File: src/rtl/wave_gen_if.sv
// Oscillator control and sample bus between a channel sequencer and wave_gen.
interface wave_gen_if #(
  parameter int PHASE_W = 24,
  parameter int ADDR_W  = 9,
  parameter int OUT_W   = 16
);
  logic                      sample_tick;
  logic                      cfg_load;
  logic [PHASE_W-1:0]        freq_word;
  logic [1:0]                wave_sel;
  logic [ADDR_W-1:0]         duty;
  logic                      phase_sync;
  logic                      cfg_pending;
  logic signed [OUT_W-1:0]   sample_out;
  logic                      sample_valid;

  modport master (
    output sample_tick, cfg_load, freq_word, wave_sel, duty, phase_sync,
    input  cfg_pending, sample_out, sample_valid
  );

  modport slave (
    input  sample_tick, cfg_load, freq_word, wave_sel, duty, phase_sync,
    output cfg_pending, sample_out, sample_valid
  );
endinterface

File: src/rtl/wave_gen.sv
// Per-channel oscillator: phase accumulator addressing triangle, saw,
// square or LFSR noise, with sample-boundary config updates and a
// two-stage registered output.
module wave_gen #(
  parameter int PHASE_W = 24,
  parameter int ADDR_W  = 9,
  parameter int OUT_W   = 16
) (
  input  logic       clk,
  input  logic       reset,
  wave_gen_if.slave  bus
);

  typedef enum logic [1:0] {
    WAVE_TRI    = 2'd0,
    WAVE_SAW    = 2'd1,
    WAVE_SQUARE = 2'd2,
    WAVE_NOISE  = 2'd3
  } wave_t;

  localparam int TRI_SHIFT = OUT_W - ADDR_W + 1;
  localparam logic signed [ADDR_W+1:0] TWO_Q = {3'b001, {(ADDR_W-1){1'b0}}};
  localparam logic signed [ADDR_W+1:0] N_PTS = {2'b01, {ADDR_W{1'b0}}};
  localparam logic signed [OUT_W+1:0]  MAX_W = {3'b000, {(OUT_W-1){1'b1}}};
  localparam logic signed [OUT_W-1:0]  MAX_O = {1'b0, {(OUT_W-1){1'b1}}};
  localparam logic [ADDR_W-1:0]        HALF_N = {1'b1, {(ADDR_W-1){1'b0}}};

  logic [PHASE_W-1:0] phase;
  logic [PHASE_W-1:0] act_freq, pend_freq;
  wave_t              act_sel, pend_sel, sel_r;
  logic [ADDR_W-1:0]  act_duty, pend_duty, duty_r;
  logic [ADDR_W-1:0]  addr_r;
  logic [15:0]        lfsr;
  logic               v1;

  logic signed [ADDR_W+1:0] a_s, tri_m;
  logic signed [OUT_W+1:0]  tri_w;
  logic signed [OUT_W-1:0]  tri_val, saw_val, sq_val, noise_val, wave_val;

  // Pending config is captured on load and promoted to active on a tick
  always_ff @(posedge clk or posedge reset) begin
    if (reset) begin
      pend_freq       <= '0;
      pend_sel        <= WAVE_TRI;
      pend_duty       <= HALF_N;
      act_freq        <= '0;
      act_sel         <= WAVE_TRI;
      act_duty        <= HALF_N;
      bus.cfg_pending <= 1'b0;
    end else if (bus.cfg_load) begin
      pend_freq       <= bus.freq_word;
      pend_sel        <= wave_t'(bus.wave_sel);
      pend_duty       <= bus.duty;
      bus.cfg_pending <= 1'b1;
    end else if (bus.sample_tick && bus.cfg_pending) begin
      act_freq        <= pend_freq;
      act_sel         <= pend_sel;
      act_duty        <= pend_duty;
      bus.cfg_pending <= 1'b0;
    end
  end

  // Stage 1: latch the waveform address and advance phase and noise on a tick
  always_ff @(posedge clk or posedge reset) begin
    if (reset) begin
      phase  <= '0;
      addr_r <= '0;
      sel_r  <= WAVE_TRI;
      duty_r <= HALF_N;
      lfsr   <= 16'hACE1;
      v1     <= 1'b0;
    end else if (bus.sample_tick) begin
      addr_r <= bus.phase_sync ? '0 : phase[PHASE_W-1 -: ADDR_W];
      phase  <= (bus.phase_sync ? '0 : phase) + act_freq;
      sel_r  <= act_sel;
      duty_r <= act_duty;
      lfsr   <= {lfsr[0] ^ lfsr[2] ^ lfsr[3] ^ lfsr[5], lfsr[15:1]};
      v1     <= 1'b1;
    end else begin
      v1 <= 1'b0;
      if (bus.phase_sync) phase <= '0;
    end
  end

  // Noise takes the LFSR state left-aligned to the sample width
  if (OUT_W > 16) begin : g_noise_wide
    assign noise_val = {lfsr, {(OUT_W-16){1'b0}}};
  end else begin : g_noise_narrow
    assign noise_val = lfsr[15 -: OUT_W];
  end

  // Waveform shaping of the stage-1 address; triangle is built per quadrant
  always_comb begin
    a_s = signed'({2'b00, addr_r});
    case (addr_r[ADDR_W-1 -: 2])
      2'd0:    tri_m = a_s;
      2'd1,
      2'd2:    tri_m = TWO_Q - a_s;
      default: tri_m = a_s - N_PTS;
    endcase
    tri_w = {{(OUT_W-ADDR_W){tri_m[ADDR_W+1]}}, tri_m};
    tri_w = tri_w <<< TRI_SHIFT;
    if (tri_w > MAX_W)       tri_val = MAX_O;
    else if (tri_w < -MAX_W) tri_val = -MAX_O;
    else                     tri_val = tri_w[OUT_W-1:0];
    saw_val = {~addr_r[ADDR_W-1], addr_r[ADDR_W-2:0], {(OUT_W-ADDR_W){1'b0}}};
    sq_val  = (addr_r < duty_r) ? MAX_O : -MAX_O;
    case (sel_r)
      WAVE_TRI:    wave_val = tri_val;
      WAVE_SAW:    wave_val = saw_val;
      WAVE_SQUARE: wave_val = sq_val;
      default:     wave_val = noise_val;
    endcase
  end

  // Stage 2: register the shaped sample and its one-cycle valid strobe
  always_ff @(posedge clk or posedge reset) begin
    if (reset) begin
      bus.sample_out   <= '0;
      bus.sample_valid <= 1'b0;
    end else begin
      bus.sample_valid <= v1;
      if (v1) bus.sample_out <= wave_val;
    end
  end

endmodule

File: src/flat_wrapper.sv
// flat-port wrapper written by rule: the top's interface ports become plain ports
module wave_gen_flat 
#(
  parameter int PHASE_W = 24,
  parameter int ADDR_W  = 9,
  parameter int OUT_W   = 16
)
  (clk, reset, bus_sample_tick, bus_cfg_load, bus_freq_word, bus_wave_sel, bus_duty, bus_phase_sync, bus_cfg_pending, bus_sample_out, bus_sample_valid);
  wave_gen_if #(.PHASE_W(PHASE_W), .ADDR_W(ADDR_W), .OUT_W(OUT_W)) bus_i ();
  input  logic clk;
  input  logic reset;
  input wire logic [$bits(bus_i.sample_tick)-1:0] bus_sample_tick;
  input wire logic [$bits(bus_i.cfg_load)-1:0] bus_cfg_load;
  input wire logic [$bits(bus_i.freq_word)-1:0] bus_freq_word;
  input wire logic [$bits(bus_i.wave_sel)-1:0] bus_wave_sel;
  input wire logic [$bits(bus_i.duty)-1:0] bus_duty;
  input wire logic [$bits(bus_i.phase_sync)-1:0] bus_phase_sync;
  output wire logic [$bits(bus_i.cfg_pending)-1:0] bus_cfg_pending;
  output wire logic [$bits(bus_i.sample_out)-1:0] bus_sample_out;
  output wire logic [$bits(bus_i.sample_valid)-1:0] bus_sample_valid;
  assign bus_i.sample_tick = bus_sample_tick;
  assign bus_i.cfg_load = bus_cfg_load;
  assign bus_i.freq_word = bus_freq_word;
  assign bus_i.wave_sel = bus_wave_sel;
  assign bus_i.duty = bus_duty;
  assign bus_i.phase_sync = bus_phase_sync;
  assign bus_cfg_pending = bus_i.cfg_pending;
  assign bus_sample_out = bus_i.sample_out;
  assign bus_sample_valid = bus_i.sample_valid;
  wave_gen #(.PHASE_W(PHASE_W), .ADDR_W(ADDR_W), .OUT_W(OUT_W)) u_core (.clk(clk), .reset(reset), .bus(bus_i));
endmodule
File: config.mk
export PLATFORM = sky130hd
export DESIGN_NAME = wave_gen_flat
export DESIGN_NICKNAME = d
export VERILOG_FILES = /design/src/rtl/wave_gen_if.sv /design/src/rtl/wave_gen.sv /design/src/flat_wrapper.sv
export SDC_FILE = /design/constraint.sdc
export NUM_CORES = 1
export LEC_CHECK = 0
export CAP_MARGIN = 20
export CORE_MARGIN = 4
export CORE_UTILIZATION = 50
export CTS_CLUSTER_DIAMETER = 60
export DETAILED_ROUTE_END_ITERATION = 6
export MAX_ROUTING_LAYER = met4
export PLACE_DENSITY_LB_ADDON = 0.25
export SLEW_MARGIN = 5
export SYNTH_ARGS = -nofsm -noshare
export SYNTH_HDL_FRONTEND = slang
export SYNTH_SLANG_ARGS = --single-unit
File: constraint.sdc
create_clock -name clk -period 14.7 [get_ports clk]
set_input_delay 2.94 -clock clk [delete_from_list [all_inputs] [get_ports clk]]
set_output_delay 2.94 -clock clk [all_outputs]
set_load 0.005 [all_outputs]
After elaboration in Yosys (flattened, before gate mapping) --
Cells that the tools add are included.
Storage, ports and cells: register bits after elaboration 149, input bits 40
Cells by class: add/subtract/negate cells 3, order comparisons 3, equal/unequal tests 4, mux-type cells 11, bitwise gates (word level) 5, reduce and logical (&&, ||, !) cells 6
Operator list (count):
- $mux W16 | 3
- $mux W24 | 2
- $pmux W16 S3 | 1
- $add A24 B24 Y24 | 1
- $pmux W10 S2 | 1
- $gt A18 B16 Y1 const B | 1
- $lt A18 B16 Y1 const B | 1
- $sub A9 B10 Y10 const B | 1
- $sub A9 B9 Y10 const A | 1
- $lt A9 B9 Y1 | 1
- $mux W9 | 1
- $eq A2 B1 Y1 const B | 2
- $eq A2 B2 Y1 const B | 2
- $logic_not A2 Y1 | 2
- $mux W1 | 3
- $xor A1 B1 Y1 | 3
- $not A1 Y1 | 2
- $reduce_and A2 Y1 | 1
- $reduce_bool A2 Y1 | 1
- $reduce_or A2 Y1 | 1
- $logic_and A1 B1 Y1 | 1

Depth between registers and ports, before layout --
Gate-level depths: netlist (run 1).
depth in word-level cells 7, mapped depth 11, gate-level depth less buffers 10

Worst setup path before layout (run 1) --
Ideal clock, no wire load.
path kind in2reg, start point input bus_phase_sync, end point register u_core.phase[18], library setup time 0.131 ns, data arrival time 5.124 ns, slack 9.445 ns, cell stages on the path 11, path through clkbuf_1 > nor2b_1 > ha_1 > inv_1 > fa_1 > nor2b_1 > o2111ai_1 > a21oi_2 > nor2_1 > o2111a_1 > or3_1
On the way: word-level cells in the longest chain between the ends 3
Ends and longest elaborated chain:
- start: declaration | RTL line flat_wrapper.sv:17 | input wire logic [$bits(bus_i.phase_sync)-1:0] bus_phase_sync;
- $mux W24 * | RTL line wave_gen.sv:74 | phase <= (bus.phase_sync ? '0 : phase) + act_freq;
- $add A24 B24 Y24 | RTL line wave_gen.sv:74
- $mux W24 * | RTL line wave_gen.sv:72 | end else if (bus.sample_tick) begin
- end signal: assignment | RTL line wave_gen.sv:74
- end: declaration | RTL line wave_gen.sv:28 | logic [PHASE_W-1:0] phase;
Mark *: on every way between the ends. The rest lies on a longest branch, timed or not. A chain may end at the register's enable or synchronous reset.

Final worst setup path (run 1) --
Same ends and word-level chain as after synthesis.

==> results of run 1 <==
==> kinds of logic (layout without fill, tap and decap cells) <==
| logic type | Yosys count | in the layout |
|---|---|---|
| multiplexers | 108 | 108 |
| buffers and inverters | 61 | 118 |
| XOR/XNOR | 14 | 14 |
| adder cells (fa/ha/maj) | 36 | 36 |
| AND/OR/NAND/NOR | 186 | 186 |
| AO/OA/AOI/OAI | 166 | 166 |
| flip-flops | 149 | 149 |
==> report_power, final <==
group	total [W]	internal, W	switching (W)
sequential	0.000629	0.000538	0.0000917
clock	0.000431	0.000261	0.000170
combinational	0.000575	0.000284	0.000291
total	0.00164	0.00108	0.000553
==> metal layers <==
layer | wire [um] | vias to the layer above
li1 | - | 2714
met2 | 8244 | 147
met1 | 7757 | 2873
met3 | 748 | 23
met5 | 0 | -
met4 | 238 | 0
==> per-stage QoR <==
step                instance area (um2)  std cells  total power (W)  hold WS (ps)
detailed placement                 8623        956         0.001206         468.3
global route                       9210        988         0.001740         504.9
floorplan                          7910        720         0.001032         387.4
global placement                   8623        956         0.001182         460.5
CTS                                9210        988         0.001645         483.3
finish                             9210        988         0.001635         479.1
==> worst min-delay path by stage <==
stage / from / endpoint / slack [ps] / cells past startpoint
2_1_floorplan: u_core.v1 / u_core.bus.sample_valid / 390 / 0
3_3_place_gp: u_core.act_duty[4] / u_core.duty_r[4] / 460 / 2
3_5_place_dp: u_core.act_duty[2] / u_core.duty_r[2] / 470 / 2
4_1_cts: u_core.act_duty[4] / u_core.duty_r[4] / 480 / 2
5_1_grt: u_core.act_duty[2] / u_core.duty_r[2] / 500 / 2
6_report: u_core.act_duty[4] / u_core.duty_r[4] / 480 / 2
==> area by class of cell <==
class | count | area [um2]
Clock inverter | 9 | 118.9
Sequential cell | 149 | 3742
Multi-Input combinational cell | 510 | 3928
Timing Repair Buffer | 61 | 590.6
Inverter | 25 | 98.84
Clock buffer | 23 | 467.9
Tap cell | 211 | 264.0
Fill cell | 1263 | 6161
==> state kept, by name, summed over array words and instances, names as in the netlist, 9 cells and up <==
register,flops
u_core.bus.sample_out,16
u_core.pend_duty,9
u_core.pend_freq,24
u_core.lfsr,16
u_core.addr_r,9
u_core.act_freq,24
u_core.duty_r,9
u_core.act_duty,9
u_core.phase,24
==> cell usage after synthesis (10+ instances only) <==
master,n
nor2_1,40
nand4_1,10
nor2b_1,25
or3_1,11
inv_1,25
dfstp_2,11
mux2_2,102
xnor2_1,10
ha_1,35
clkbuf_1,20
a21oi_1,36
dfrtp_1,138
o21ai_0,34
nand3_1,10
nand2_1,45
==> worst max-delay path, stage by stage <==
cell and delay [ps]:
clkdlybuf4s50_1 960, nor2b_1 380, ha_1 230, inv_1 60, fa_1 410, nor2b_1 170, o2111ai_1 210, a21oi_2 320
nor2_1 150, o2111a_1 260, or3_1 360
==> flow_summary_export.csv, run 1 <==
group,metric,value,unit
min_path,worstHoldPathType,"reg -> reg",
global_route,grt_max_degree,90,
synthesis,synth-compound-area-share,0.1450,
worst_setup_path,critPathKind,"in -> reg",
power,p_leak,3.890,nW
die,rows,45,
placed_design,place_ws,8181,ps
synthesis,netlist_area,7910,um2
die,initial_core_util,0.5146,
synthesis,yosys-top-cells-area,"dfrtp_1, mux2_2, ha_1",
global_route,antenna_found_initial,0,
timing,worst_pin_slew,1032,ps
cts,post_cts_buffers,0,
timing,rsz0062_at_grt,"no",
timing,drv_slew,0,
final_layout,drive_gt1_frac,0.2227,
timing,fin_skew,9.639,ps
timing,finalWorstSetupSlack,8548,ps
timing,fin_crit_sh,0.4185,
synthesis,avgSynthCellArea,10.99,um2
cts,post_cts_resized,0,
synthesis,synthFlopType,"dfrtp_1",
cts,clock_sinks,149,
job,drv_cap,0,
worst_setup_path,r2r_end,"u_core.bus.sample_out[12]",
worst_setup_path,worstPathArrival,6450,ps
final_layout,areaGrowthSynthToFinish,16.43,%
timing,layout_min_cycle_time,6152,ps
final_layout,final_cell_mix,"dfrtp_1, mux2_2, clkdlybuf4s50_1",
worst_setup_path,r2r_start,"u_core.addr_r[7]",
global_route,grt_use_met2,0.3223,
routing,drt_first_pass_iters,4,
synthesis,synthAdderAreaFrac,0.05789,
synthesis,synth.distinct_cells,69,
cts,h-tree-depth,4,
synthesis,synth-edff-count,0,
synthesis,synth_async_sr_flop_share,1.000,
final_layout,fin_util,0.5992,
worst_setup_path,setup.worst_path.start,"bus_phase_sync",
worst_setup_path,endpoint,"u_core.phase[18]",
placed_design,dp_hpwl,11800,um
routing,vias,5757,
global_route,met3_usage,0.04126,
placed_design,routabilityCongestion,0.8973,
global_route,grt_use_met1,0.2673,
worst_setup_path,r2r_cells,8,
synthesis,ys_warn_count,0,
synthesis,ys_ff_latch,149,
die,die_x,133.8,um
cts,cts.reportedPaths.clkPinSlew,60,ps
synthesis,synth_top_family_by_area,"multiplexers",
routing,drt-initial-drc-count,364,
routing,antenna_left,0,
cts,cts_inserted_buffers,17,
timing,hold_viol_final,0,
die,die_h,133.8,um
die,die_area,17900,um2
synthesis,synth_xor_xnor_area_share,0.01550,
synthesis,ys_seq_area_frac,0.4731,
cts,clk_path_buf_depth,2,
cts,root_buffer,"clkbuf_16",
cts,cts_tree,"done",
worst_setup_path,startpoint_type,"input port",
synthesis,synthCells,720,
timing,slew_headroom,0.3100,
worst_setup_path,r2r_slack,11880,ps
worst_setup_path,critical_path.endpoint_type,"flop",
routing,wl_per_cell,17.20,um
final_layout,antennaDiodeCount,0,
power,p_per_area,177.5,nW/um2
die,core,15370,um2
placed_design,numPortBuffers,57,
synthesis,synth_area_leader_cell,"dfrtp_1",
global_route,grt_pass1_vias,5794,
timing,fin_setup_tns,0,ps
worst_setup_path,worst-path-max-fanout,25,
outcome,status,"completed",
global_route,busiest_layer,"met2",
global_route,grt_remaining_overflow,0,
cts,cts_hold_buf,0,
synthesis,yosys.area_share.simple,0.1253,
timing,fmax,0.1625,GHz
cts,insertion_delay,420,ps
worst_setup_path,crit_required,15000,ps
synthesis,synthMuxAreaShare,0.1528,
synthesis,yosysTopAreaCellShare,0.4366,
routing,vias_per_cell,5.827,
global_route,grt_pass1_wl,28550,um
routing,remaining_drc_errors,0,
routing,wl,16990,um
synthesis,syn_nets,796,
global_route,track_usage,0.2030,
power,peakVddDrop,109.0,uV
die,io_pins,58,
final_layout,nNetsFinal,840,
timing,setup_viol,0,
final_layout,layout_commonest_cell,"dfrtp_1",
No activity file was read; power rests on OpenSTA's default activity.
==> run 2, diff against run 1 <==
==> constraint.sdc (replaced) <==
create_clock -name clk -period 6.4 [get_ports clk]
set_input_delay 1.28 -clock clk [delete_from_list [all_inputs] [get_ports clk]]
set_output_delay 1.28 -clock clk [all_outputs]
set_load 0.005 [all_outputs]
==> run 2 against run 1 <==
  * Sequential cell count stayed put
  * Count of clock-buffer cells in the layout is 3 lower
  * Clock skew is 1.3 ps lower
  * Setup slack worse by 6700 ps
==> flow_summary_export.csv, run 2 (synthesis gave the netlist of run 1 again) <==
group,metric,value,unit
power,p_per_area,409.1,nW/um2
outcome,status,"completed",
timing,layout_min_cycle_time,4577,ps
routing,vias_per_cell,5.845,
power,p_leak,3.918,nW
worst_setup_path,cp_slowest_cell,"clkdlybuf4s50_1",
die,io_pins,58,
die,die_h,133.8,um
power,p_seq_frac,0.381,
cts,post_cts_buffers,0,
global_route,grt_pass1_wl,29990,um
cts,cts_tree,"done",
power,power_switching_share,0.3398,
job,drv_cap,0,
cts,post_cts_resized,0,
worst_setup_path,crit_path_max_incr_delay,940,ps
timing,fin_setup_tns,0,ps
placed_design,routabilityCongestion,0.8641,
cts,h-tree-depth,4,
routing,drt-initial-drc-count,284,
global_route,grt_pass1_vias,6093,
placed_design,numPortBuffers,57,
power,combPwrFrac,0.351,
worst_setup_path,worst-path-max-fanout,25,
routing,drt_first_pass_iters,5,
worst_setup_path,startpoint_type,"input port",
timing,fin_skew,8.385,ps
timing,rsz0062_at_grt,"no",
worst_setup_path,r2r_slack,3510,ps
timing,fmax,0.2185,GHz
power,clkPwrFrac,0.268,
min_path,holdPathStages,2,
min_path,worstHoldPathType,"reg -> reg",
worst_setup_path,path_cells,"clkdlybuf4s50_1 -> nor2b_1 -> ha_1 -> inv_1 -> fa_1 -> nor2b_1 -> o2111ai_1 -> a21oi_2 -> o2111ai_1 -> and4_1 -> a211o_1",
timing,fin_crit_sh,0.7152,
timing,slew_headroom,0.3239,
die,die_x,133.8,um
worst_setup_path,crit_required,6700,ps
timing,setup_viol,0,
worst_setup_path,critical_path_buf_inv_count,2,
routing,remaining_drc_errors,0,
die,initial_core_util,0.5146,
worst_setup_path,cpLargestDelayFamily,"compound AO/OA/AOI/OAI gates",
die,die_area,17900,um2
routing,vias,5781,
worst_setup_path,critical_path.endpoint_type,"flop",
cts,root_buffer,"clkbuf_16",
worst_setup_path,critPathKind,"in -> reg",
final_layout,areaGrowthSynthToFinish,17.05,%
routing,wl_per_cell,17.58,um
cts,insertion_delay,420,ps
power,intPower,0.002501,W
worst_setup_path,worstPathArrival,4880,ps
timing,drv_slew,0,
die,core,15370,um2
placed_design,dp_hpwl,11810,um
cts,cts_hold_buf,0,
worst_setup_path,r2r_cells,10,
worst_setup_path,r2r_end,"u_core.phase[14]",
final_layout,final_cell_mix,"dfrtp_1, mux2_2, clkdlybuf4s50_1",
placed_design,dp_cells,956,
routing,antenna_left,0,
global_route,antenna_found_initial,0,
power,peakVddDrop,229.9,uV
die,rows,45,
cts,cts.reportedPaths.clkPinSlew,60,ps
cts,cts_inserted_buffers,17,
global_route,grt_remaining_overflow,0,
final_layout,nNetsFinal,841,
cts,clock_sinks,149,
min_path,holdPathEnd,"u_core.duty_r[4]",
timing,worst_pin_slew,1011,ps
cts,clk_path_buf_depth,2,
final_layout,nFillCells,1262,
global_route,track_usage,0.2111,
final_layout,instances_no_fill,989,
final_layout,layout_commonest_cell,"dfrtp_1",
power,power.net_switching,0.001287,W
final_layout,reg_top3,"u_core.act_freq: 24 flops, u_core.pend_freq: 24 flops, u_core.phase: 24 flops",
global_route,grt_max_degree,111,
timing,hold_viol_final,0,
final_layout,antennaDiodeCount,0,
routing,wl,17390,um
worst_setup_path,r2r_start,"u_core.phase[0]",
final_layout,drive_gt1_frac,0.2288,
min_path,hold_start,"u_core.act_duty[4]",
power,p_total,0.003788,W
-- run 2: changes by cell type in the layout (fill, tap and decap cells not counted), sizes merged --
| cell | previous run | this run |
|---|---|---|
| clkbuf | 23 | 20 |
| clkinv | 2 | 4 |
| buf | 6 | 7 |
| inv | 28 | 29 |
-- run 2: power by group through the flow --
stage / combinational [W] / sequential [W] / clock [W]
after floorplan: 0.00100 / 0.00137 / 0
after global routing: 0.00149 / 0.00148 / 0.00107
after CTS: 0.00133 / 0.00144 / 0.00104
after global placement: 0.00127 / 0.00145 / 0
after detailed placement: 0.00131 / 0.00146 / 0
final: 0.00133 / 0.00144 / 0.00102
-- run 2: per-layer routing --
layer	vias up	global-route usage	share of wire
met2	111	0.3414	0.49
li1	2732	-	-
met4	0	0.06400	0.012
met5	-	-	0
met1	2919	0.2757	0.47
met3	19	0.03451	0.034
-- run 2: metrics by stage --
step / worst slack (ps) / hold slack (ps) / utilization / cell area (um2)
after floorplan: 1130 / 387.4 / - / 7910
after global placement: 1640 / 459.6 / 0.5610 / 8623
after detailed placement: 1530 / 468.1 / 0.5610 / 8623
after CTS: 1887 / 486.0 / 0.6006 / 9231
after global routing: 1546 / 516.8 / 0.6024 / 9259
final: 1823 / 481.8 / 0.6024 / 9259
-- run 2: worst max-delay path by stage --
stage,slack (ps),depth (start not counted),startpoint,to
final,1820,11,bus_phase_sync,u_core.phase[14]
after CTS,1890,11,bus_phase_sync,u_core.phase[14]
after global placement,1640,11,bus_phase_sync,u_core.phase[18]
after detailed placement,1530,11,bus_phase_sync,u_core.phase[18]
after global routing,1550,11,bus_phase_sync,u_core.phase[14]
after floorplan,1130,1,reset,u_core.act_duty[0]
-- run 2: worst register-to-register path, stage by stage (launching register included) --
cell and delay (ps):
dfrtp_1 320, nor2b_1 180, ha_1 250, inv_1 70
fa_1 410, nor2b_1 200, o2111ai_1 200, a21oi_2 330
o2111ai_1 270, and4_1 290, a211o_1 250
-- run 2: area by class of cell --
| type | count | area (um2) | area share |
|---|---|---|---|
| tap | 211 | 264.0 | 0.02851 |
| clock buffer | 20 | 466.7 | 0.05041 |
| sequential | 149 | 3742 | 0.4042 |
| inverter | 25 | 98.84 | 0.01068 |
| multi-input combinational | 510 | 3928 | 0.4242 |
| clock inverter | 12 | 141.4 | 0.01527 |
| timing repair buffer | 62 | 618.1 | 0.06676 |
==> run 3, diff against run 2 <==
==> constraint.sdc (replaced) <==
create_clock -name clk -period 4.3 [get_ports clk]
set_input_delay 0.86 -clock clk [delete_from_list [all_inputs] [get_ports clk]]
set_output_delay 0.86 -clock clk [all_outputs]
set_load 0.005 [all_outputs]
==> run 3 against run 2 <==
  * Die area did not move
  * First-iteration DRC count rose by 27%
  * Sequential share of layout area is 0.060 points lower
  * Final cell count is 0.30% higher
  * Highest routed layer unchanged
  * Core utilization grew 0.089 points
  * Critical path type unchanged
==> flow_summary_export.csv, run 3 (synthesis gave the netlist of run 1 again) <==
group,metric,value,unit
cts,post_cts_buffers,0,
timing,fin_crit_sh,0.8150,
worst_setup_path,crit_path_max_incr_delay,520,ps
routing,drt-initial-drc-count,361,
timing,fmax,0.2853,GHz
worst_setup_path,worstPathArrival,3800,ps
routing,wl,16960,um
worst_setup_path,critPathKind,"in -> reg",
timing,layout_min_cycle_time,3505,ps
worst_setup_path,startpoint_type,"input port",
routing,remaining_drc_errors,0,
placed_design,place_ws,401.7,ps
worst_setup_path,cpLargestDelayFamily,"compound AO/OA/AOI/OAI gates",
final_layout,layout_commonest_cell,"dfrtp_1",
final_layout,reg_top3,"u_core.act_freq: 24 flops, u_core.pend_freq: 24 flops, u_core.phase: 24 flops",
final_layout,final_cell_mix,"dfrtp_1, mux2_2, clkdlybuf4s50_1",
cts,cts_hold_buf,0,
cts,post_cts_resized,0,
timing,finalWorstSetupSlack,795.5,ps
min_path,worstHoldPathType,"reg -> reg",
placed_design,routabilityCongestion,0.9114,
power,p_per_area,604.0,nW/um2
routing,vias_per_cell,5.773,
timing,fin_setup_tns,0,ps
worst_setup_path,cp_slowest_cell,"clkdlybuf4s50_1",
power,p_total,0.005601,W
outcome,status,"completed",
cts,clock_sinks,149,
global_route,grt_pass1_vias,5885,
routing,vias,5727,
final_layout,antennaDiodeCount,0,
die,die_area,17900,um2
worst_setup_path,critical_path.endpoint_type,"flop",
worst_setup_path,critical_path_buf_inv_count,2,
die,die_h,133.8,um
timing,slew_headroom,0.4145,
routing,drt_first_pass_iters,6,
final_layout,drive_gt1_frac,0.2305,
cts,clk_path_buf_depth,2,
die,die_x,133.8,um
timing,setup_viol,0,
routing,antenna_left,0,
global_route,track_usage,0.2039,
placed_design,dp_hpwl,11920,um
power,peakVddDrop,318.9,uV
die,rows,45,
final_layout,areaGrowthSynthToFinish,17.23,%
power,p_leak,3.924,nW
cts,insertion_delay,420,ps
worst_setup_path,crit_required,4600,ps
global_route,grt_pass1_wl,28990,um
global_route,grt_max_degree,82,
cts,cts_tree,"done",
global_route,grt_remaining_overflow,0,
cts,cts.reportedPaths.clkPinSlew,60,ps
global_route,antenna_found_initial,0,
die,initial_core_util,0.5146,
timing,worst_pin_slew,878.2,ps
job,drv_cap,0,
timing,rsz0062_at_grt,"no",
cts,cts_inserted_buffers,17,
final_layout,nFillCells,1233,
die,core,15370,um2
worst_setup_path,path_cells,"clkdlybuf4s50_1 -> nor2b_1 -> ha_1 -> inv_1 -> fa_1 -> nor2b_1 -> o2111ai_1 -> a21oi_2 -> o2111ai_1 -> and4_1 -> a211o_1",
cts,h-tree-depth,4,
timing,fin_skew,7.120,ps
final_layout,nNetsFinal,844,
worst_setup_path,worst-path-max-fanout,6,
timing,drv_slew,0,
die,io_pins,58,
timing,hold_viol_final,0,
routing,wl_per_cell,17.09,um
cts,root_buffer,"clkbuf_16",
placed_design,numPortBuffers,57,
## run 3: cell count changes in the layout (fill, tap and decap cells not counted), moves of 2 or more
| cell | before | now |
|---|---|---|
| clkinv_2 | 1 | 3 |
| inv_6 | 5 | 1 |
| buf_12 | 0 | 2 |
| buf_4 | 4 | 6 |
## run 3: per-stage QoR
stage | hold slack [ps] | utilization | std cells | instance area (um2)
floorplan | 387.4 | - | 720 | 7914
global placement | 462.3 | 0.5645 | 960 | 8677
detailed placement | 463.1 | 0.5645 | 960 | 8677
CTS | 480.2 | 0.6033 | 992 | 9273
global route | 501.0 | 0.6033 | 992 | 9273
finish | 478.6 | 0.6033 | 992 | 9273
## run 3: worst paths after layout
check / from / slack [ps] / to / cells past startpoint
min in group asynchronous: reset / 960 / u_core.pend_freq[14] / 2
setup / recovery: bus_phase_sync / 800 / u_core.phase[14] / 11
setup reg to reg: u_core.phase[0] / 1490 / u_core.phase[14] / 10
max in group asynchronous: reset / 2530 / u_core.duty_r[8] / 3
hold reg to reg: u_core.act_duty[3] / 480 / u_core.duty_r[3] / 2
hold / removal: u_core.act_duty[3] / 480 / u_core.duty_r[3] / 2
## run 3: tightest hold or removal path: stages, from the launching register on
cell and delay [ps]:
dfrtp_1 340, nand2_1 50, o21ai_0 60
## run 3: power by group
group | total, W | internal (W) | switching [W]
Clock | 0.00147 | 0.000901 | 0.000573
Sequential | 0.00215 | 0.00184 | 0.000313
Combinational | 0.00198 | 0.000982 | 0.000993
## run 3: layer usage
| layer | up-vias | GRT usage | share of wire |
|---|---|---|---|
| met5 | - | - | 0 |
| met4 | 0 | 0.07543 | 0.021 |
| met3 | 31 | 0.04201 | 0.045 |
| met2 | 145 | 0.3063 | 0.46 |
| met1 | 2823 | 0.2756 | 0.47 |
| li1 | 2728 | - | - |
## run 3: cell type report
class	count	area, um2	share of cell area
Inverter	25	97.59	0.01052
Sequential cell	149	3742	0.4036
Multi-Input combinational cell	510	3928	0.4236
Clock inverter	11	125.1	0.01349
Clock buffer	21	470.5	0.05074
Tap cell	211	264.0	0.02847
Timing Repair Buffer	65	645.6	0.06963
